--- src/rtl/md_sequencer.sv ---
// md_sequencer: iterative multiply/divide unit with its own controller.
//
// Takes one MUL/DIV/REM request at a time, runs a radix-2 shift-add
// multiply or restoring divide over XPR_LEN iterations, applies the sign
// fixup, and holds the result with its tag until the writeback side takes it.
//
// Ports:
//   clk, reset          clock, synchronous active-high reset
//   req_*               request handshake, op fields, operands, tag
//   kill                squash whatever is in flight (flush)
//   resp_*              result handshake, result and tag
//
// Build option:
//   MD_EARLY_OUT_EN     when defined, zero-operand MUL and zero-dividend or
//                       zero-divisor DIV/REM skip the iteration phase.
module md_sequencer #(
    parameter int XPR_LEN   = 32,
    parameter int TAG_WIDTH = 4,
    parameter int CNT_WIDTH = 5
) (
    input  logic                 clk,
    input  logic                 reset,
    input  logic                 req_valid,
    output logic                 req_ready,
    input  logic [1:0]           req_op,
    input  logic                 req_in_1_signed,
    input  logic                 req_in_2_signed,
    input  logic [1:0]           req_out_sel,
    input  logic [XPR_LEN-1:0]   req_in_1,
    input  logic [XPR_LEN-1:0]   req_in_2,
    input  logic [TAG_WIDTH-1:0] req_tag,
    input  logic                 kill,
    output logic                 resp_valid,
    input  logic                 resp_ready,
    output logic [XPR_LEN-1:0]   resp_result,
    output logic [TAG_WIDTH-1:0] resp_tag
);

    localparam logic [1:0] OP_DIV  = 2'd1;
    localparam logic [1:0] OP_REM  = 2'd2;
    localparam logic [1:0] SEL_HI  = 2'd1;
    localparam logic [CNT_WIDTH-1:0] CNT_LAST = CNT_WIDTH'(XPR_LEN - 1);

    typedef enum logic [2:0] {
        S_IDLE,
        S_SETUP,
        S_COMPUTE,
        S_FIXUP,
        S_DONE
    } state_t;

    typedef struct packed {
        logic [1:0]           op;
        logic                 in_1_signed;
        logic                 in_2_signed;
        logic [1:0]           out_sel;
        logic [XPR_LEN-1:0]   in_1;
        logic [XPR_LEN-1:0]   in_2;
        logic [TAG_WIDTH-1:0] tag;
    } md_req_t;

    state_t                 state, state_nxt;
    md_req_t                req_q;
    logic [2*XPR_LEN-1:0]   acc;
    logic [XPR_LEN-1:0]     opnd;       // multiplicand (MUL) or divisor magnitude (DIV/REM)
    logic                   neg_res;    // operand signs differ
    logic                   neg_rem;    // dividend was negative
    logic [CNT_WIDTH-1:0]   cnt;

    // ---------------- request decode / magnitudes ----------------
    logic                   is_mul;
    logic                   neg_1, neg_2;
    logic [XPR_LEN-1:0]     abs_1, abs_2;
    logic                   early_out;

    // op 3 decodes as MUL
    assign is_mul = (req_q.op != OP_DIV) && (req_q.op != OP_REM);
    assign neg_1  = req_q.in_1_signed & req_q.in_1[XPR_LEN-1];
    assign neg_2  = req_q.in_2_signed & req_q.in_2[XPR_LEN-1];
    assign abs_1  = neg_1 ? -req_q.in_1 : req_q.in_1;
    assign abs_2  = neg_2 ? -req_q.in_2 : req_q.in_2;

`ifdef MD_EARLY_OUT_EN
    // A cleared accumulator already is the correct product / quotient /
    // remainder for these cases; divide-by-zero is patched up in FIXUP.
    assign early_out = is_mul ? ((abs_1 == '0) || (abs_2 == '0))
                              : ((abs_1 == '0) || (abs_2 == '0));
`else
    assign early_out = 1'b0;
`endif

    // ---------------- one iteration step ----------------
    // acc = {hi, lo}. MUL: lo starts as the multiplier and is consumed from
    // the bottom while the product grows into hi. DIV: lo starts as the
    // dividend and fills with quotient bits, hi holds the partial remainder.
    logic [XPR_LEN:0]       mul_sum;
    logic [2*XPR_LEN-1:0]   mul_next;
    logic [XPR_LEN:0]       rem_sh;
    logic                   div_ge;
    logic [XPR_LEN-1:0]     div_sub;
    logic [2*XPR_LEN-1:0]   div_next;

    assign mul_sum  = {1'b0, acc[2*XPR_LEN-1:XPR_LEN]}
                    + (acc[0] ? {1'b0, opnd} : '0);
    assign mul_next = {mul_sum, acc[XPR_LEN-1:1]};

    // Shifted remainder is XPR_LEN+1 bits; a successful trial subtract
    // always leaves a value below the divisor, so XPR_LEN bits suffice.
    assign rem_sh   = acc[2*XPR_LEN-1:XPR_LEN-1];
    assign div_ge   = rem_sh >= {1'b0, opnd};
    assign div_sub  = rem_sh[XPR_LEN-1:0] - opnd;
    assign div_next = div_ge ? {div_sub,             acc[XPR_LEN-2:0], 1'b1}
                             : {rem_sh[XPR_LEN-1:0], acc[XPR_LEN-2:0], 1'b0};

    // ---------------- sign fixup / result select ----------------
    logic [2*XPR_LEN-1:0]   prod;
    logic [XPR_LEN-1:0]     quot, rem, quot_fix, rem_fix;
    logic                   div_zero;
    logic [XPR_LEN-1:0]     result;

    // Signed overflow (most-negative / -1) needs no special case: the
    // magnitude quotient 2^(XPR_LEN-1) negates back onto itself, remainder 0.
    assign prod     = neg_res ? -acc : acc;
    assign quot     = acc[XPR_LEN-1:0];
    assign rem      = acc[2*XPR_LEN-1:XPR_LEN];
    assign div_zero = (opnd == '0);
    assign quot_fix = div_zero ? '1         : (neg_res ? -quot : quot);
    assign rem_fix  = div_zero ? req_q.in_1 : (neg_rem ? -rem  : rem);

    always_comb begin
        result = quot_fix;
        if (is_mul)
            result = (req_q.out_sel == SEL_HI) ? prod[2*XPR_LEN-1:XPR_LEN]
                                                : prod[XPR_LEN-1:0];
        else if (req_q.op == OP_REM)
            result = rem_fix;
    end

    // ---------------- control ----------------
    assign req_ready  = !reset && (state == S_IDLE) && !kill;
    assign resp_valid = (state == S_DONE);

    always_ff @(posedge clk) begin
        if (reset)
            state <= S_IDLE;
        else
            state <= state_nxt;
    end

    always_comb begin
        state_nxt = state;
        case (state)
            S_IDLE:    if (req_valid && req_ready) state_nxt = S_SETUP;
            S_SETUP:   state_nxt = early_out ? S_FIXUP : S_COMPUTE;
            S_COMPUTE: if (cnt == CNT_LAST) state_nxt = S_FIXUP;
            S_FIXUP:   state_nxt = S_DONE;
            S_DONE:    if (resp_ready) state_nxt = S_IDLE;
            default:   state_nxt = S_IDLE;
        endcase
        if (kill)
            state_nxt = S_IDLE;
    end

    // ---------------- datapath ----------------
    always_ff @(posedge clk) begin
        if (reset) begin
            req_q       <= '0;
            acc         <= '0;
            opnd        <= '0;
            neg_res     <= 1'b0;
            neg_rem     <= 1'b0;
            cnt         <= '0;
            resp_result <= '0;
            resp_tag    <= '0;
        end else begin
            case (state)
                S_IDLE: begin
                    if (req_valid && req_ready)
                        req_q <= '{op: req_op, in_1_signed: req_in_1_signed,
                                   in_2_signed: req_in_2_signed,
                                   out_sel: req_out_sel, in_1: req_in_1,
                                   in_2: req_in_2, tag: req_tag};
                end
                S_SETUP: begin
                    acc     <= early_out ? '0
                             : {{XPR_LEN{1'b0}}, (is_mul ? abs_2 : abs_1)};
                    opnd    <= is_mul ? abs_1 : abs_2;
                    neg_res <= neg_1 ^ neg_2;
                    neg_rem <= neg_1;
                    cnt     <= '0;
                end
                S_COMPUTE: begin
                    acc <= is_mul ? mul_next : div_next;
                    cnt <= cnt + 1'b1;
                end
                S_FIXUP: begin
                    resp_result <= result;
                    resp_tag    <= req_q.tag;
                end
                default: ;
            endcase
        end
    end

endmodule

--- config.mk ---
export PLATFORM = sky130hd
export DESIGN_NAME = md_sequencer
export DESIGN_NICKNAME = d
export VERILOG_FILES = /design/src/rtl/md_sequencer.sv
export SDC_FILE = /design/constraint.sdc
export NUM_CORES = 1
export LEC_CHECK = 0
export BUFFER_PORTS_ARGS = -buffer_cell sky130_fd_sc_hd__buf_2
export CAP_MARGIN = 20
export CORE_MARGIN = 2
export CORE_UTILIZATION = 62
export DETAILED_ROUTE_END_ITERATION = 8
export GPL_TIMING_DRIVEN = 0
export PLACE_DENSITY = 0.82
export REMOVE_ABC_BUFFERS = 1
export SLEW_MARGIN = 40
export SYNTH_ARGS = -nofsm -noshare
export SYNTH_HDL_FRONTEND = slang
export SYNTH_SLANG_ARGS = --single-unit
--- constraint.sdc ---
create_clock -name clk -period 3.91 [get_ports clk]
set_input_delay 0.782 -clock clk [delete_from_list [all_inputs] [get_ports clk]]
set_output_delay 0.782 -clock clk [all_outputs]
set_load 0.02 [all_outputs]
# Yosys cells after proc, flatten, opt, wreduce, memory -nomap -nowiden
# Cells that the tools add are included.
op_classes:
  add_sub_neg: 8
  n_shift: 0
  magnitude_cmp: 1
  div: 0
  bitwise: 3
  n_eq_ne: 12
  reduce_logical: 12
  multipliers: 0
  mux: 21
op_table:
  columns: ["op", "count"]
  rows:
  - ["32-bit two-way mux", 12]
  - ["64-bit two-way mux", 3]
  - ["32-bit negator", 4]
  - ["64-bit one-hot mux with 2 select lines", 1]
  - ["64-bit negator", 1]
  - ["32-bit by 32-bit adder with 33-bit output", 1]
  - ["33-bit by 32-bit >= comparator with 1-bit output", 1]
  - ["32-bit zero test", 1]
  - ["32-bit subtractor", 1]
  - ["3-bit one-hot mux with 5 select lines", 1]
  - ["5-bit one-hot mux with 2 select lines", 1]
  - ["3-bit two-way mux", 3]
  - ["3-bit by 2-bit == test with 1-bit output (second input constant)", 2]
  - ["2-bit by 1-bit inequality test with 1-bit output (second input constant)", 3]
  - ["5-bit by 1-bit adder with 5-bit output (second input constant)", 1]
  - ["5-bit == test (second input constant)", 1]
  - ["1-bit logical AND", 4]
  - ["2-bit inequality test (second input constant)", 2]
  - ["3-bit by 1-bit == test with 1-bit output (second input constant)", 1]
  - ["3-bit == test (second input constant)", 1]
  - ["3-bit zero test", 1]
  - ["3-bit AND reduction", 1]
  - ["1-bit AND", 2]
  - ["2-bit by 1-bit == test with 1-bit output (second input constant)", 1]
  - ["other kinds (6)", 7]
word_totals:
  mem_bits_ro: 0
  wordCells: 72
  mem_bits_rw: 0
  latch_bits: 0
  ff_bits: 216
  n_memories: 0

# Logic depth before layout (Yosys ltp)
depth:
  depth_word: 6
  depth_mapped: 15

# Worst setup path before layout
# No wires, ideal clock.
synth_timing:
  kind: "reg-to-reg"
  startpoint: "register acc[0]"
  endpoint: "register acc[62]"
  setup_time_ns: 0.061
  stages_incl_launch_ff: 14
  path_slack_ns: 0.745
  t_arrival_ns: 3.104
  required_ns: 3.849
  period_less_slack_ns: 3.165
  cell_sequence: "dfxtp_1 clkbuf_1 inv_1 clkbuf_1 nor2_1 ha_1 nand2_1 or4_1 o21ai_0 a31oi_1 o21ai_0 a2111oi_0 a31oi_1 a32o_1"
synth_between:
  elab_chain_len: 4
synth_lines:
  columns: ["item", "line_no", "source"]
  rows:
  - ["from (decl)", "64", "logic [2*XPR_LEN-1:0] acc;"]
  - ["from (signal assigned)", "185", "acc <= early_out ? '0"]
  - ["from (signal assigned)", "193", "acc <= is_mul ? mul_next : div_next;"]
  - ["32-bit two-way mux", "104", "+ (acc[0] ? {1'b0, opnd} : '0);"]
  - ["32-bit by 32-bit adder with 33-bit output", "104", null]
  - ["64-bit two-way mux", "193", null]
  - ["64-bit one-hot mux with 2 select lines", "176", "case (state)"]
# No other way between the ends.
# A chain may end at the register's enable or synchronous reset.

# Final worst setup path
layout_timing:
  startpoint: "register acc[0]"
  endpoint: "register resp_result[24]"
layout_between:
  elab_chain_len: 5
layout_lines:
  columns: ["item", "line_no", "source"]
  rows:
  - ["32-bit negator", "127", "assign quot_fix = div_zero ? '1 : (neg_res ? -quot : quot);"]
  - ["32-bit two-way mux (2 in series)", "127", null]
  - ["32-bit two-way mux", "135", "else if (req_q.op == OP_REM)"]
  - ["32-bit two-way mux *", "132", "if (is_mul)"]
  - ["to (signal assigned)", "197", "resp_result <= result;"]
  - ["to (decl)", "35", "output logic [XPR_LEN-1:0] resp_result,"]
# Every way passes the cells marked *; elsewhere a longest branch is shown, timed or not.

==> results by group <==
Synthesis
  • Synth unique cells: 75
  • Synthesis warning total: 0
  • EDFF count, synth: 0
  • #FFs+latches synth: 216
  • Synthesized area: approximately 17,000 um^2
  • Main synth FF type: dfxtp_1
  • Seq/Total Area, Yosys: 25.8%
  • Post-synthesis cell count: 2,370
  • Post-Syn Area per Cell: 7.06 um^2
  • Ys async rst share: 0%

Floorplan
  • Rows: 60
  • Chip Width: 168 um
  • Die height: 168 um
  • IO Pins: 117
  • Total core area: 26,700 um^2
  • Initial Utilization: 62.6%
  • Die ar.: 28,300 um^2

Power
  • Leak pwr: 7.62 nW
  • Power Dens Cells: 327 nW/um^2
  • Design Power: 6.01 mW
  • Maximum vdd drop: 0.398 mV

Clock tree
  • CTS tree: done
  • Clk slew on worst S/H paths: 0.07 ns
  • CTS root buffer: clkbuf_16
  • TritonCTS Buffers: 26
  • Worst-Skew Late Latency: 0.57 ns
  • Sink Count: approximately 220
  • # H-tree levels: 1
  • Hold_buf cts: 0
  • Clock tree buffer depth: 3

Setup path
  • Critical Path, Cell by Cell: inv_4 > ha_1 > nand4_1 > or3_1 > or2_2 > o31ai_1 > xor2_1 > a21oi_1 > a211oi_1 > nor3_1
  • Worst EP arrival: 4.18 ns
  • CP max-delay cell: or3_1
  • WP buf/inv: 1
  • Critical Path Fanout Max: 32
  • Crit Path Class: register to register
  • CP endpoint kind: register
  • Critical Path RT: 4.33 ns
  • Setup crit start kind: register
  • Worst path top cell family by delay: simple AND/OR/NAND/NOR gates
  • Crit path largest cell delay: 0.54 ns

Placed design
  • Hpwl dp: just over 40,000 um
  • Routability congestion estimate: 0.957
  • # port buffers: between 100 and 150

Global route
  • GRT Overall Usage: roughly two fifths
  • Initial antenna violation count: 0
  • Largest net degree at the start of global routing: between 80 and 90
  • Global-route wire length before repair: 87,700 um
  • Vias in the first global route: ~16,000
  • Total grt overflow: 0

Routing
  • Vias: ~18,000
  • DR iter-0 viols: 1,873
  • Pre-antenna DRT Iters: 6
  • Routed vias/inst: roughly 6.4
  • Routed WL: roughly 56,000 um
  • Post-route ant nets: 0
  • Detailed-route DRC error count: 0
  • DR WL/cell: slightly above 20 um

Final layout
  • Area delta synth->final: 9.99%
  • Final Util: between 60% and 70%
  • Nets: between 2,000 and 3,000
  • Layout cells sized above 1: roughly a tenth
  • Diodes inserted: 0

Job
  • Maximum Capacitance Violations: 0

Timing
  • RSZ-0062 raised after global routing: no
  • Final Setup Violations: 0
  • Final Max Slew Viols: 0
  • Tcrit/Tclk final: about 96%
  • Hold Fails Final Rpt: 0
  • Post-route clock skew: 0.0239 ns
  • Worst hold slack: 0.394 ns
  • Final Critical Period: 3.76 ns
  • Worst-Margin Slew: 0.906 ns
  • Worst slew margin: 39.4%
  • Fmax: 266 MHz

Hold path
  • Min-Delay Path Class: input pin to register

Run status
  • Status: completed
==> cells in the final DEF (no fill, tap or decap), types with 28 or more instances in the layout <==
master / netlist / final
nand2_1: 396 / 391
a21oi_1: 308 / 306
nor2_1: 226 / 223
dfxtp_1: 216 / 214
o21ai_0: 142 / 140
buf_2: 4 / 121
xnor2_1: 113 / 113
xor2_1: 90 / 90
ha_1: 71 / 70
inv_1: 68 / 66
mux2i_1: 64 / 64
o211ai_1: 44 / 44
nor3_1: 39 / 38
nor4_1: 32 / 30
o31ai_1: 30 / 30
a211oi_1: 31 / 30
nand3_1: 28 / 28
==> report_power, final <==
| group | switching (mW) | leakage, nW | internal [mW] | total [mW] |
|---|---|---|---|---|
| combinational | 0.752 | 5.45 | 0.419 | 1.17 |
| clock | 1.06 | 0.432 | 1.47 | 2.53 |
| sequential | 0.0660 | 1.75 | 2.24 | 2.30 |
==> metrics by stage <==
stage,instances,cell area [um^2],setup slack (ns),TNS [ns]
floorplan,2192,16000,-2.01,-145.91
global placement,2649,17000,-7.00,-735.21
detailed placement,2673,17500,-0.116,-0.293
CTS,2720,18400,0.00850,0
global route,2720,18400,0.0198,0
finish,2720,18400,0.155,0
==> layout make-up <==
type	count	area [um^2]
clock buffer	36	748
sequential	216	4330
clock inverter	11	135
timing repair buffer	140	913
tap	341	427
multi-input combinational	1906	11600
fill	2308	8330
inverter	70	272
==> kinds of logic (layout without fill, tap and decap cells) <==
group	Yosys count	in the layout	share of synthesized area [%]
and+or+nand+nor	851	851	22.5
muxes	65	65	3.90
AOI/OAI and AO/OA	714	714	25.9
buffers and inverters	248	257	5.69
xor gates and xnor gates	203	203	10.6
adders and majority gates	73	73	5.55
DFF	216	216	25.8
==> path summary, 6_finish.rpt <==
kind                               start                      endpoint  slack (ns)  cells after the start
min                                 kill         state[2]$_SDFFE_PP0P_        0.39                      2
max reg2reg          acc[0]$_SDFFE_PP0N_  resp_result[24]$_SDFFE_PP0P_        0.15                     10
max                  acc[0]$_SDFFE_PP0N_  resp_result[24]$_SDFFE_PP0P_        0.15                     10
min reg2reg  resp_result[6]$_SDFFE_PP0P_   resp_result[6]$_SDFFE_PP0P_        0.44                      2
==> registers in the layout (all words and copies together) (netlist names) <==
signal,count
cnt,5
state,3
resp_result,32
neg_rem,1
neg_res,1
opnd,32
resp_tag,4
req_q,74
acc,64
==> cells in the mapped netlist (5+ instances only) <==
library cell	count	area (um^2)
a211oi_1	31	233
a21o_1	26	195
a21oi_1	308	1540
a221oi_1	12	105
a22o_1	6	52.6
a311oi_1	5	43.8
a31oi_1	18	113
a32o_1	5	50.1
and2_1	13	81.3
and3_1	13	81.3
buf_1	13	48.8
clkbuf_1	158	593
dfxtp_1	216	4320
ha_1	71	888
inv_1	68	255
mux2i_1	64	641
nand2_1	396	1490
nand2b_1	12	75.1
nand3_1	28	140
nand3b_1	5	37.5
nand4_1	18	113
nor2_1	226	848
nor2b_1	9	56.3
nor3_1	39	195
nor4_1	32	200
o211ai_1	44	330
o21a_1	8	60.1
o21ai_0	142	711
o21bai_1	6	45.0
o221ai_1	26	228
o31ai_1	30	225
o41ai_1	8	70.1
or2_2	8	50.1
or3_1	16	100
or4_1	17	128
xnor2_1	113	990
xor2_1	90	788
==> repair_timing <==
action                                  in CTS  in global routing
resized for setup                            4                  6
endpoints found under the setup margin       6                 10
pin swaps                                    0                  0
buffers inserted                             0                  0
==> routing by layer <==
metal / vias to the layer above / share of wire, % / GRT usage (%)
li1: 8343 / - / -
met1: 8207 / 42 / 52.3
met2: 819 / 45 / 62.3
met3: 141 / 8.9 / 5.03
met4: 0 / 4.0 / 14.2
met5: - / 0 / 0
Power figures use the tool's default switching activity.
